### src/rtl/shot_responder.sv
// Defending-side shot handler: ship/shot maps, per-shot result codes, hit counting, turn hand-back and a board read port.
// Shot-to-response is 2 cycles; the response is held until resp_ready, and no new shot is taken until then (shot_ready low).
module shot_responder #(
  parameter int SHIP_CELLS = 11
) (
  input  logic       clk,
  input  logic       rst,
  input  logic       board_clear,
  input  logic       armed,
  input  logic       place_valid,
  input  logic [7:0] place_addr,
  output logic [6:0] ship_cells,
  input  logic       shot_valid,
  input  logic [7:0] shot_addr,
  output logic       shot_ready,
  output logic       resp_valid,
  output logic [1:0] resp_code,
  input  logic       resp_ready,
  output logic [6:0] hits_taken,
  output logic       fleet_sunk,
  output logic       turn_grant,
  input  logic [7:0] disp_addr,
  output logic [1:0] disp_cell
);

  typedef enum logic [1:0] {IDLE, LOOKUP, RESPOND, LOCKED} state_t;

  localparam logic [1:0] CODE_REJ  = 2'b00;
  localparam logic [1:0] CODE_MISS = 2'b01;
  localparam logic [1:0] CODE_HIT  = 2'b10;
  localparam logic [1:0] CODE_SUNK = 2'b11;
  localparam logic [6:0] SHIP_N    = 7'(SHIP_CELLS);

  state_t      state_q, state_d;
  logic [99:0] ship_map, shot_map;
  logic [7:0]  addr_q;
  logic [1:0]  lk_code;
  logic [6:0]  lk_idx, place_idx, disp_idx;
  logic        lk_in, lk_shot, lk_ship;
  logic        shot_acc, place_acc;

  function automatic logic in_range(input logic [7:0] a);
    return (a[7:4] < 4'd10) && (a[3:0] < 4'd10);
  endfunction

  function automatic logic [6:0] cell_idx(input logic [7:0] a);
    return {3'b000, a[7:4]} * 7'd10 + {3'b000, a[3:0]};
  endfunction

  assign resp_valid = (state_q == RESPOND);
  assign fleet_sunk = (hits_taken == SHIP_N);
  assign shot_acc   = shot_valid & shot_ready & (state_q == IDLE);
  // Placement only while disarmed and idle; never in the same cycle as an accepted shot.
  assign place_idx  = cell_idx(place_addr);
  assign place_acc  = place_valid & ~armed & (state_q == IDLE) & ~shot_acc & in_range(place_addr);

  assign lk_in   = in_range(addr_q);
  assign lk_idx  = cell_idx(addr_q);
  assign lk_shot = lk_in & shot_map[lk_idx];
  assign lk_ship = lk_in & ship_map[lk_idx];
  assign disp_idx = cell_idx(disp_addr);

  always_comb begin
    lk_code = CODE_REJ;
    if (lk_in) begin
      if (lk_shot || !lk_ship)                lk_code = CODE_MISS;
      else if (hits_taken + 7'd1 == SHIP_N)   lk_code = CODE_SUNK;
      else                                    lk_code = CODE_HIT;
    end
  end

  always_comb begin
    state_d = state_q;
    case (state_q)
      IDLE:    if (shot_acc) state_d = LOOKUP;
      LOOKUP:  state_d = RESPOND;
      RESPOND: if (resp_ready) state_d = (resp_code == CODE_SUNK) ? LOCKED : IDLE;
      LOCKED:  state_d = LOCKED;
      default: state_d = IDLE;
    endcase
    if (board_clear) state_d = IDLE;
  end

  always_ff @(posedge clk) begin
    if (rst) begin
      state_q    <= IDLE;
      ship_map   <= '0;
      shot_map   <= '0;
      addr_q     <= '0;
      ship_cells <= '0;
      hits_taken <= '0;
      resp_code  <= CODE_REJ;
      shot_ready <= 1'b0;
      turn_grant <= 1'b0;
      disp_cell  <= 2'b00;
    end else begin
      state_q    <= state_d;
      shot_ready <= (state_d == IDLE) & armed;
      turn_grant <= resp_valid & resp_ready & (resp_code == CODE_MISS) & ~board_clear;
      disp_cell  <= in_range(disp_addr) ? {shot_map[disp_idx], ship_map[disp_idx]} : 2'b00;
      if (board_clear) begin
        ship_map   <= '0;
        shot_map   <= '0;
        ship_cells <= '0;
        hits_taken <= '0;
        resp_code  <= CODE_REJ;
      end else begin
        if (shot_acc) addr_q <= shot_addr;
        if (place_acc && !ship_map[place_idx]) begin
          ship_map[place_idx] <= 1'b1;
          ship_cells          <= ship_cells + 7'd1;
        end
        if (state_q == LOOKUP) begin
          resp_code <= lk_code;
          if (lk_in && !lk_shot) begin
            shot_map[lk_idx] <= 1'b1;
            if (lk_ship) hits_taken <= hits_taken + 7'd1;
          end
        end
      end
    end
  end

endmodule

### config.mk
export PLATFORM = sky130hd
export DESIGN_NAME = shot_responder
export DESIGN_NICKNAME = d
export VERILOG_FILES = /design/src/rtl/shot_responder.sv
export SDC_FILE = /design/constraint.sdc
export NUM_CORES = 1
export LEC_CHECK = 0
export BUFFER_PORTS_ARGS = -buffer_cell sky130_fd_sc_hd__buf_2
export CORE_ASPECT_RATIO = 1.4
export CORE_UTILIZATION = 63
export CTS_CLUSTER_DIAMETER = 80
export DETAILED_ROUTE_END_ITERATION = 10
export GPL_TIMING_DRIVEN = 0
export PLACE_DENSITY = 0.9
export SLEW_MARGIN = 20
export SYNTH_ARGS = -nofsm -noshare
export SYNTH_HDL_FRONTEND = slang
export SYNTH_SLANG_ARGS = --single-unit
### constraint.sdc
create_clock -name clk -period 4.5 [get_ports clk]
set_input_delay 0.45 -clock clk [delete_from_list [all_inputs] [get_ports clk]]
set_output_delay 0.45 -clock clk [all_outputs]
set_load 0.02 [all_outputs]
==> impl_results.rst, run 1 <==
.. list-table::
   :header-rows: 1

   * - Metric
     - Value
   * - Final net count
     - 1614
   * - Gate Count Post-Synth
     - 1480
   * - Signal arrival time at the worst endpoint
     - 4770 ps
   * - Final worst-path cycle share
     - 0.973
   * - Post-synthesis register bit count
     - 230
   * - EDFF count, synth
     - 0
   * - Adder and majority cell fraction of the synthesized area
     - 0.0288
   * - Maximum number of pins on one net before global-route repair
     - 16
   * - Final WS setup
     - 121 ps
   * - Top flip-flop cell by instance count after synthesis
     - sky130_fd_sc_hd__dfxtp_1
   * - Ys Warns
     - 0
   * - Fin. max-slew vios
     - 0
   * - Number of rows created at floorplan
     - 62
   * - Post-synthesis net count
     - 1538
   * - Max-capacitance violation count
     - 0
   * - Post-layout instance area
     - 14800 um2
   * - Detailed-router iteration count before antenna repair
     - 6
   * - Setup repair after global routing missed its margin
     - no
   * - Clock tree from TritonCTS
     - done
   * - Max-slew headroom
     - 0.248
   * - Deepest level of the CTS H-tree
     - 1
   * - Syn Std Cell Area
     - 13300 um2
   * - Global-route wire length before repair
     - 72500 um
   * - Commonest cells in the netlist
     - 341 x sky130_fd_sc_hd__nand2_1, 230 x sky130_fd_sc_hd__dfxtp_1, 223 x sky130_fd_sc_hd__o21ai_0
   * - Post-Route M1 WL
     - 15200 um
   * - Area share of the largest cell type after synthesis
     - 0.346
   * - HPWL after DPL
     - 33400 um
   * - DR iter-0 viols
     - 1924
   * - Total gr overflow
     - 0
   * - Routed wire length
     - 47000 um
   * - DR WL met3
     - 5540 um
   * - Category of the worst setup path capture point
     - flip-flop
   * - TritonCTS buffer count
     - 24
   * - Clock period minus worst slack
     - 4380 ps
   * - Met2 wire length
     - 21700 um
   * - Final setup skew
     - 22.3 ps
   * - Count of buffers inserted at the top-level ports
     - 51
   * - Final number of hold-violating endpoints
     - 0
   * - Post-Place Cell Area
     - 13900 um2
   * - Final antenna-violating net count
     - 0
   * - Total number of vias
     - 13000
   * - Path category of the worst min-delay check
     - input pin to flip-flop
   * - Total track usage
     - 0.439
   * - Cell taking the most area after synthesis
     - sky130_fd_sc_hd__dfxtp_1
   * - Library cell with the highest instance count after synthesis
     - sky130_fd_sc_hd__nand2_1
   * - Part of the Yosys area used for sequential elements
     - 0.346
   * - Root Buffer Master
     - sky130_fd_sc_hd__clkbuf_16
   * - Proportion of synthesized area in mux cells
     - 0.210
   * - Total leakage power
     - 5.01 nW
   * - Hold bufs inserted after CTS
     - 0
   * - Final core utilization
     - 0.716
   * - Area fraction in and, or, nand and nor cells after synthesis
     - 0.168
   * - Number of placed I/O pins
     - 53
   * - Complex-gate fraction of the synthesized area
     - 0.180
   * - Largest family of logic cells by synthesized area
     - multiplexers
   * - Vias in the first global route
     - 12900
   * - Number of distinct library cells after synthesis
     - 79
   * - Routability-driven placement congestion ratio
     - 1.05
   * - Clock latency reported for the late side of the worst-skew pair
     - 540 ps
   * - Place WS
     - -221 ps
   * - Avg Cell Area, Syn
     - 8.99 um2
   * - Count of unresolved DRC violations after routing
     - 0
   * - Fraction of final layout cells sized beyond drive strength 1
     - 0.168
   * - Maximum buffer depth of the clock tree
     - 3
   * - Standard cell core area
     - 20600 um2
   * - Power per cell area
     - 330 nW/um2
   * - Area of the die
     - 21700 um2
   * - Critical setup path kind
     - flip-flop to flip-flop
   * - Clock transition at the register clock pins on the worst setup and hold paths after CTS
     - 70 ps
   * - Max IR drop VDD
     - 0.311 mV
   * - Async S/R FF share, synth
     - 0
   * - Setup TNS after final layout
     - 0 ps
   * - Data required, critical path
     - 4890 ps
   * - Routed WL per cell
     - 25.7 um
   * - Die Span Y
     - 174 um
   * - Worst-path fanout max
     - 10
   * - CP Launch Type
     - flip-flop
   * - Transition time at the pin with the least slew margin
     - 1130 ps
   * - Parity-gate share of the synthesized area counting xor and xnor cells
     - 0.0145
   * - Status
     - finished clean
   * - Highest signal layer in the routed design
     - met4
   * - Top area cells in the synthesized netlist
     - sky130_fd_sc_hd__dfxtp_1 35%, sky130_fd_sc_hd__mux4_2 14%, sky130_fd_sc_hd__nand2_1 9.6%
   * - Synthesis-to-layout area growth
     - 11.0%
   * - Ratio of routed vias to standard cells
     - 7.09
   * - Antenna violations before repair
     - 1
   * - Initial core utilization
     - 0.645
   * - Number of sinks on the clock net
     - 230
   * - Highest clock rate
     - 0.228 GHz
   * - Chip Width
     - 125 um
   * - Final-report setup violation count
     - 0
per-stage QoR:
stage,hold slack (ps),total power [mW],instances
global placement,450,2.78,1787
global route,160,4.97,1830
finish,164,4.87,1831
CTS,160,4.82,1831
detailed placement,464,2.79,1787
floorplan,433,2.56,1480
cells in the final DEF, fill, tap and decap left out, types with 6 or more instances in the layout:
master / instances
sky130_fd_sc_hd__a22oi_1: 10
sky130_fd_sc_hd__clkbuf_1: 63
sky130_fd_sc_hd__inv_1: 19
sky130_fd_sc_hd__dfxtp_1: 230
sky130_fd_sc_hd__mux4_2: 85
sky130_fd_sc_hd__and3_1: 8
sky130_fd_sc_hd__nor3_1: 20
sky130_fd_sc_hd__nor2_1: 48
sky130_fd_sc_hd__nand2_1: 341
sky130_fd_sc_hd__clkbuf_2: 10
sky130_fd_sc_hd__a21oi_1: 21
sky130_fd_sc_hd__or3_1: 10
sky130_fd_sc_hd__mux2i_1: 52
sky130_fd_sc_hd__clkbuf_16: 25
sky130_fd_sc_hd__a221oi_1: 13
sky130_fd_sc_hd__nand3_1: 24
sky130_fd_sc_hd__o221ai_1: 14
sky130_fd_sc_hd__mux2_2: 13
sky130_fd_sc_hd__mux2_1: 10
sky130_fd_sc_hd__buf_6: 8
sky130_fd_sc_hd__nor2b_1: 13
sky130_fd_sc_hd__fa_1: 6
sky130_fd_sc_hd__o22ai_1: 29
sky130_fd_sc_hd__nand2b_1: 11
sky130_fd_sc_hd__xnor2_1: 11
sky130_fd_sc_hd__nor3b_1: 6
sky130_fd_sc_hd__a211oi_1: 6
sky130_fd_sc_hd__xor2_1: 9
sky130_fd_sc_hd__nand4_1: 6
sky130_fd_sc_hd__ha_1: 21
sky130_fd_sc_hd__o21ai_0: 223
sky130_fd_sc_hd__buf_2: 66
what timing repair did:
action / 4_1_cts / 5_1_grt
endpoints found under the setup margin: 69 / 81
setup buffers: 0 / 0
gates resized for setup: 4 / 21
cloned: 0 / 0
kinds of logic (layout without fill, tap and decap cells):
| family | count (synthesis) | in the layout |
|---|---|---|
| AND/OR/NAND/NOR | 517 | 517 |
| buffers and inverters | 131 | 225 |
| other | 0 | 1 |
| multiplexers | 164 | 164 |
| flip-flops | 230 | 230 |
| XOR/XNOR | 22 | 22 |
| adder cells (fa/ha/maj) | 27 | 27 |
| AO/OA/AOI/OAI | 389 | 389 |
metal layers:
metal / global-route usage / up-vias
li1: - / 5577
met1: 0.481 / 6086
met2: 0.710 / 992
met3: 0.124 / 327
met4: 0.365 / 0
met5: 0 / -
report_power, final:
part	total (mW)	switching [mW]	internal, mW
sequential	2.04	0.00466	2.04
clock	2.08	0.896	1.19
combinational	0.740	0.503	0.238
total	4.87	1.40	3.47
worst max-delay path, stage by stage (launching register included):
cell and delay [ps]:
sky130_fd_sc_hd__dfxtp_1 340, sky130_fd_sc_hd__ha_1 240, sky130_fd_sc_hd__fa_1 490, sky130_fd_sc_hd__buf_4 210, sky130_fd_sc_hd__clkbuf_4 310, sky130_fd_sc_hd__clkinv_1 440
sky130_fd_sc_hd__a211o_1 400, sky130_fd_sc_hd__a22o_1 200, sky130_fd_sc_hd__o22a_2 310, sky130_fd_sc_hd__and3_1 170, sky130_fd_sc_hd__clkbuf_1 170, sky130_fd_sc_hd__nand3_1 160
sky130_fd_sc_hd__clkbuf_1 560, sky130_fd_sc_hd__o21ai_0 230
worst paths after layout:
| check | start | endpoint | slack (ps) | depth (start not counted) |
|---|---|---|---|---|
| min | shot_addr[7] | addr_q[7] | 160 | 3 |
| max | addr_q[1] | shot_map[38] | 120 | 13 |
| min reg2reg | shot_map[95] | shot_map[95] | 480 | 2 |
| max reg2reg | addr_q[1] | shot_map[38] | 120 | 13 |
final cells by class:
| class | instances | area [um2] |
|---|---|---|
| Clock inverter | 14 | 145 |
| Multi-Input combinational cell | 1119 | 8060 |
| Clock buffer | 30 | 674 |
| Fill cell | 1574 | 5870 |
| Timing Repair Buffer | 51 | 255 |
| Antenna cell | 1 | 2.50 |
| Tap cell | 256 | 320 |
| Inverter | 20 | 75.1 |
| Buffer | 110 | 631 |
| Sequential cell | 230 | 4600 |
state kept, by name, indices dropped and copies added, names as in the netlist, 2 cells and up:
| signal | cells |
|---|---|
| shot_map | 100 |
| ship_cells | 7 |
| addr_q | 8 |
| resp_code | 2 |
| hits_taken | 7 |
| state_q | 2 |
| ship_map | 100 |
| disp_cell | 2 |
(Power assumes the default switching activity.)
==> run 2, diff against run 1 <==
--- a/config.mk
+++ b/config.mk
@@ -7,6 +7,7 @@
 export LEC_CHECK = 0
 export BUFFER_PORTS_ARGS = -buffer_cell sky130_fd_sc_hd__buf_2
 export CORE_ASPECT_RATIO = 1.4
+export CORE_MARGIN = 5
 export CORE_UTILIZATION = 63
 export CTS_CLUSTER_DIAMETER = 80
 export DETAILED_ROUTE_END_ITERATION = 10
==> run 2 against run 1 <==
Net effect:
- die area grew 11%
- setup slack improved by 49 ps
- register-to-register slack improved by 50 ps
- first-iteration DRC count up 0.73%
- wire length grew 5.4%
- clock power increased by 5%
- worst hold slack better by 26 ps
==> impl_results.rst, run 2 (same netlist as run 1, synthesis figures left out) <==
.. list-table::
   :header-rows: 1

   * - Metric
     - Value
   * - Hold bufs inserted after CTS
     - 0
   * - Critical setup path kind
     - flip-flop to flip-flop
   * - Synthesis-to-layout area growth
     - 11.2%
   * - Routed wire length
     - 49500 um
   * - Quantity of gates resized following cts
     - 4
   * - Overall power
     - 4.97 mW
   * - Setup TNS after final layout
     - 0 ps
   * - Max IR drop VDD
     - 0.409 mV
   * - Maximum buffer depth of the clock tree
     - 3
   * - Worst-path fanout max
     - 10
   * - Fraction of final layout cells sized beyond drive strength 1
     - 0.168
   * - CP Launch Type
     - flip-flop
   * - Max-capacitance violation count
     - 0
   * - Count of unresolved DRC violations after routing
     - 0
   * - Clock tree from TritonCTS
     - done
   * - Global-route wire length before repair
     - 74900 um
   * - Number of sinks on the clock net
     - 230
   * - Highest-count cells in the layout ignoring fill and taps
     - 341 x sky130_fd_sc_hd__nand2_1, 230 x sky130_fd_sc_hd__dfxtp_1, 223 x sky130_fd_sc_hd__o21ai_0
   * - DR iter-0 viols
     - 1938
   * - Signal arrival time at the worst endpoint
     - 4740 ps
   * - Clock latency reported for the late side of the worst-skew pair
     - 540 ps
   * - Total track usage
     - 0.399
   * - Total leakage power
     - 5.04 nW
   * - Most common cell after layout, fill and taps aside
     - sky130_fd_sc_hd__nand2_1
   * - Setup repair after global routing missed its margin
     - no
   * - Highest clock rate
     - 0.231 GHz
   * - Antenna violations before repair
     - 2
   * - Place WS
     - -138 ps
   * - Vias in the first global route
     - 13200
   * - Final number of hold-violating endpoints
     - 0
   * - Category of the worst setup path capture point
     - flip-flop
   * - TritonCTS buffer count
     - 24
   * - Status
     - finished clean
   * - Number of antenna diodes
     - 0
   * - Total number of vias
     - 13200
   * - Initial core utilization
     - 0.635
   * - Number of placed I/O pins
     - 53
   * - Chip Width
     - 133 um
   * - Root Buffer Master
     - sky130_fd_sc_hd__clkbuf_16
   * - Routability-driven placement congestion ratio
     - 1.06
   * - Final-report setup violation count
     - 0
   * - Cells on Worst Hold Path
     - 3
   * - Deepest level of the CTS H-tree
     - 1
   * - Area of the die
     - 24200 um2
   * - Clock transition at the register clock pins on the worst setup and hold paths after CTS
     - 70 ps
   * - Path category of the worst min-delay check
     - input pin to flip-flop
   * - Final WS setup
     - 170 ps
   * - HPWL after DPL
     - 34300 um
   * - Maximum number of pins on one net before global-route repair
     - 16
   * - Transition time at the pin with the least slew margin
     - 1200 ps
   * - Detailed-router iteration count before antenna repair
     - 8
   * - Setup bufs post-CTS
     - 0
   * - Final setup skew
     - 27.2 ps
   * - Final worst-path cycle share
     - 0.962
   * - Standard cell core area
     - 21000 um2
   * - Power per cell area
     - 336 nW/um2
   * - Die Span Y
     - 182 um
   * - Clock period minus worst slack
     - 4330 ps
   * - Final antenna-violating net count
     - 0
   * - Final net count
     - 1615
   * - Depth of the most critical reg-to-reg path
     - 14
   * - Ratio of routed vias to standard cells
     - 7.19
   * - Data required, critical path
     - 4910 ps
   * - Number of rows created at floorplan
     - 63
   * - Total gr overflow
     - 0
   * - Fill cells
     - 1611
   * - Max-slew headroom
     - 0.199
   * - Count of buffers inserted at the top-level ports
     - 51
   * - Largest registers ranked by flip-flop count
     - ship_map: 100 flops, shot_map: 100 flops, addr_q: 8 flops
   * - Routed WL per cell
     - 27.0 um
   * - Fin. max-slew vios
     - 0
[run 2: power by group]
group / switching [mW] / total (mW) / internal (mW) / leakage [nW]
combinational: 0.508 / 0.745 / 0.236 / 2.78
clock: 0.905 / 2.18 / 1.28 / 0.414
sequential: 0.00473 / 2.04 / 2.04 / 1.85
[run 2: cell type report]
class | instances | area [um2] | area share
Buffer | 111 | 637 | 0.0430
Inverter | 20 | 75.1 | 0.00507
Timing Repair Buffer | 51 | 255 | 0.0172
Clock inverter | 14 | 186 | 0.0126
Sequential cell | 230 | 4600 | 0.311
Tap cell | 260 | 325 | 0.0220
Clock buffer | 29 | 661 | 0.0446
Multi-Input combinational cell | 1119 | 8060 | 0.544
[run 2: critical path, cell delays in order (launching register included)]
cell                       delay [ps]
sky130_fd_sc_hd__dfxtp_1          450
sky130_fd_sc_hd__ha_1             280
sky130_fd_sc_hd__ha_1             200
sky130_fd_sc_hd__inv_1             70
sky130_fd_sc_hd__fa_1             460
sky130_fd_sc_hd__nand2b_1         260
sky130_fd_sc_hd__o22a_1           260
sky130_fd_sc_hd__a21oi_1          470
sky130_fd_sc_hd__o221ai_1         300
sky130_fd_sc_hd__o22a_1           310
sky130_fd_sc_hd__and3_1           170
sky130_fd_sc_hd__clkbuf_1         170
sky130_fd_sc_hd__nand3_1          230
sky130_fd_sc_hd__clkbuf_2         400
sky130_fd_sc_hd__o21ai_0          180
[run 2: worst paths after layout]
kind | endpoint | slack, ps | from
setup / recovery | shot_map[32] | 170 | addr_q[7]
hold / removal | addr_q[2] | 190 | shot_addr[2]
setup reg to reg | shot_map[32] | 170 | addr_q[7]
hold reg to reg | shot_map[33] | 480 | shot_map[33]
[run 2: routing by layer]
layer	up-vias	share of wire	track usage
li1	5577	-	-
met3	370	0.12	0.0973
met1	6133	0.32	0.437
met2	1106	0.47	0.656
met5	-	0.00016	0
met4	2	0.098	0.319
[run 2: stage by stage]
stage          hold WS (ps)  utilization  cells  instance area (um2)
2_1_floorplan           433            -   1480                13300
3_3_place_gp            449        0.662   1791                13900
3_5_place_dp            466        0.663   1791                13900
4_1_cts                 178        0.704   1834                14800
5_1_grt                 216        0.706   1834                14800
6_report                190        0.706   1834                14800
==> run 3, diff against run 2 <==
--- a/config.mk
+++ b/config.mk
@@ -12,7 +12,7 @@
 export CTS_CLUSTER_DIAMETER = 80
 export DETAILED_ROUTE_END_ITERATION = 10
 export GPL_TIMING_DRIVEN = 0
-export PLACE_DENSITY = 0.9
+export PLACE_DENSITY = 0.81
 export SLEW_MARGIN = 20
 export SYNTH_ARGS = -nofsm -noshare
 export SYNTH_HDL_FRONTEND = slang
==> run 3 against run 2 <==
Net effect:
- combinational power grew 0.5%
- largest power group unchanged
- first-iteration DRC count decreased by 11%
- cell count fell by 0.22%
- core utilization decreased by 0.24 points
- wire length fell by 5.6%
==> impl_results.rst, run 3 (same netlist as run 1, synthesis figures left out) <==
.. list-table::
   :header-rows: 1

   * - Metric
     - Value
   * - Clock transition at the register clock pins on the worst setup and hold paths after CTS
     - 60 ps
   * - Clock latency reported for the late side of the worst-skew pair
     - 530 ps
   * - Max IR drop VDD
     - 0.334 mV
   * - Final net count
     - 1614
   * - Fin. max-slew vios
     - 0
   * - Worst min-delay path startpoint
     - shot_addr[1]
   * - Highest-count cells in the layout ignoring fill and taps
     - 341 x sky130_fd_sc_hd__nand2_1, 230 x sky130_fd_sc_hd__dfxtp_1, 223 x sky130_fd_sc_hd__o21ai_0
   * - Maximum number of pins on one net before global-route repair
     - 14
   * - Number of rows created at floorplan
     - 63
   * - Final antenna-violating net count
     - 0
   * - Family with the most delay on the worst path
     - buffers and inverters
   * - Fill cells
     - 1633
   * - Crit Reg-Reg Endpoint
     - shot_map[27]
   * - Launching point of the worst reg2reg path
     - addr_q[1]
   * - Overall power
     - 4.87 mW
   * - Synthesis-to-layout area growth
     - 10.8%
   * - Root Buffer Master
     - sky130_fd_sc_hd__clkbuf_16
   * - Met2 wire length
     - 21900 um
   * - Clock tree from TritonCTS
     - done
   * - Standard cell core area
     - 21000 um2
   * - Worst-case register-to-register setup slack
     - 110 ps
   * - Post-Route M1 WL
     - 15300 um
   * - Hold slack
     - 162 ps
   * - Total number of vias
     - 13000
   * - Max-slew headroom
     - 0.189
   * - Number of placed I/O pins
     - 53
   * - Count of buffers inserted at the top-level ports
     - 51
   * - Final number of hold-violating endpoints
     - 0
   * - DR WL met3
     - 4960 um
   * - Worst Hold End
     - addr_q[1]
   * - Global-route wire length before repair
     - 71400 um
   * - Clock period minus worst slack
     - 4390 ps
   * - Number of antenna diodes
     - 0
   * - Final-report setup violation count
     - 0
   * - Delay of the slowest cell on the worst path
     - 520 ps
   * - Buf+Inv Stages, Crit Path
     - 5
   * - Deepest level of the CTS H-tree
     - 1
   * - Setup repair after global routing missed its margin
     - no
   * - Setup bufs post-CTS
     - 0
   * - CP Launch Type
     - flip-flop
   * - Routed wire length
     - 46800 um
   * - Category of the worst setup path capture point
     - flip-flop
   * - Status
     - finished clean
   * - Die Span Y
     - 182 um
   * - Final setup skew
     - 15.2 ps
   * - Routability-driven placement congestion ratio
     - 1.02
   * - TritonCTS buffer count
     - 24
   * - Highest clock rate
     - 0.228 GHz
   * - Antenna violations before repair
     - 1
   * - Worst-path fanout max
     - 10
   * - Most common cell after layout, fill and taps aside
     - sky130_fd_sc_hd__nand2_1
   * - Routed WL per cell
     - 25.6 um
   * - Final worst-path cycle share
     - 0.975
   * - Slowest library cell on the worst path
     - sky130_fd_sc_hd__clkinv_1
   * - Fraction of final layout cells sized beyond drive strength 1
     - 0.163
   * - Data required, critical path
     - 4900 ps
   * - List of cells traversed by the critical path
     - ha_1, fa_1, buf_4, buf_2, clkinv_1, a211o_1, a22o_1, o22a_1, and3_1, clkbuf_1, nand4_1, clkbuf_2, o21ai_0
   * - Count of unresolved DRC violations after routing
     - 0
   * - Number of sinks on the clock net
     - 230
   * - Transition time at the pin with the least slew margin
     - 1220 ps
   * - Max-capacitance violation count
     - 0
   * - Hold bufs inserted after CTS
     - 0
   * - Highest signal layer in the routed design
     - met5
   * - Largest registers ranked by flip-flop count
     - ship_map: 100 flops, shot_map: 100 flops, addr_q: 8 flops
   * - Depth of the most critical reg-to-reg path
     - 13
   * - Path category of the worst min-delay check
     - input pin to flip-flop
   * - Power per cell area
     - 330 nW/um2
   * - Ratio of routed vias to standard cells
     - 7.12
   * - Total gr overflow
     - 0
   * - Post-Place Cell Area
     - 13900 um2
   * - Setup TNS after final layout
     - 0 ps
   * - Total leakage power
     - 5.02 nW
   * - Initial core utilization
     - 0.635
   * - Critical setup path kind
     - flip-flop to flip-flop
   * - Maximum buffer depth of the clock tree
     - 3
   * - Post-layout instance area
     - 14700 um2
   * - Detailed-router iteration count before antenna repair
     - 9
   * - Cells on Worst Hold Path
     - 3
   * - Signal arrival time at the worst endpoint
     - 4790 ps
   * - Area of the die
     - 24200 um2
   * - Total track usage
     - 0.378
   * - DR iter-0 viols
     - 1721
   * - Chip Width
     - 133 um
   * - Vias in the first global route
     - 12600
   * - HPWL after DPL
     - 33400 um
==> run 3: changes by cell type in the layout (fill, tap and decap cells not counted), sizes merged <==
cell and change:
clkinv -4, inv +1, buf +2, clkinvlp -2
bufinv -1
==> run 3: tightest hold or removal path: stages <==
cell	delay, ps
sky130_fd_sc_hd__buf_2	70
sky130_fd_sc_hd__mux2i_1	60
sky130_fd_sc_hd__nor2_1	70
==> run 3: worst max-delay path by stage <==
stage / startpoint / to / slack, ps / depth (start not counted)
detailed placement: addr_q[1] / shot_map[13] / -110 / 14
global placement: place_addr[1] / ship_cells[3] / -40 / 16
global route: addr_q[1] / shot_map[42] / 9 / 14
floorplan: place_addr[1] / ship_cells[3] / 710 / 16
finish: addr_q[1] / shot_map[27] / 110 / 13
CTS: addr_q[5] / shot_map[97] / 30 / 13
==> run 3: timing repair <==
action | CTS | global route
gates resized for setup | 3 | 18
endpoints found under the setup margin | 64 | 67
cloned | 0 | 0
==> run 3: through the flow <==
step	std cells	setup WS, ps	util
2_1_floorplan	1480	714	-
3_3_place_gp	1791	-38.0	0.662
3_5_place_dp	1791	-106	0.662
4_1_cts	1830	25.1	0.701
5_1_grt	1830	8.85	0.703
6_report	1830	112	0.703
==> run 3: where the power goes <==
part / switching, mW / internal (mW) / total [mW]
combinational: 0.512 / 0.237 / 0.749
sequential: 0.00447 / 2.04 / 2.04
clock: 0.836 / 1.24 / 2.08
==> run 3: cell type report <==
| cell class | count | area [um2] | area share |
|---|---|---|---|
| Sequential cell | 230 | 4600 | 0.312 |
| Clock buffer | 32 | 692 | 0.0469 |
| Timing Repair Buffer | 51 | 255 | 0.0173 |
| Tap cell | 260 | 325 | 0.0221 |
| Clock inverter | 8 | 119 | 0.00806 |
| Buffer | 110 | 627 | 0.0425 |
| Inverter | 20 | 75.1 | 0.00509 |
| Multi-Input combinational cell | 1119 | 8050 | 0.546 |
==> run 3: metal layers <==
layer  track usage  vias to the layer above
met3        0.0820                      344
met1         0.424                     6161
met5             0                        -
li1              -                     5579
met2         0.620                      939
met4         0.297                        2
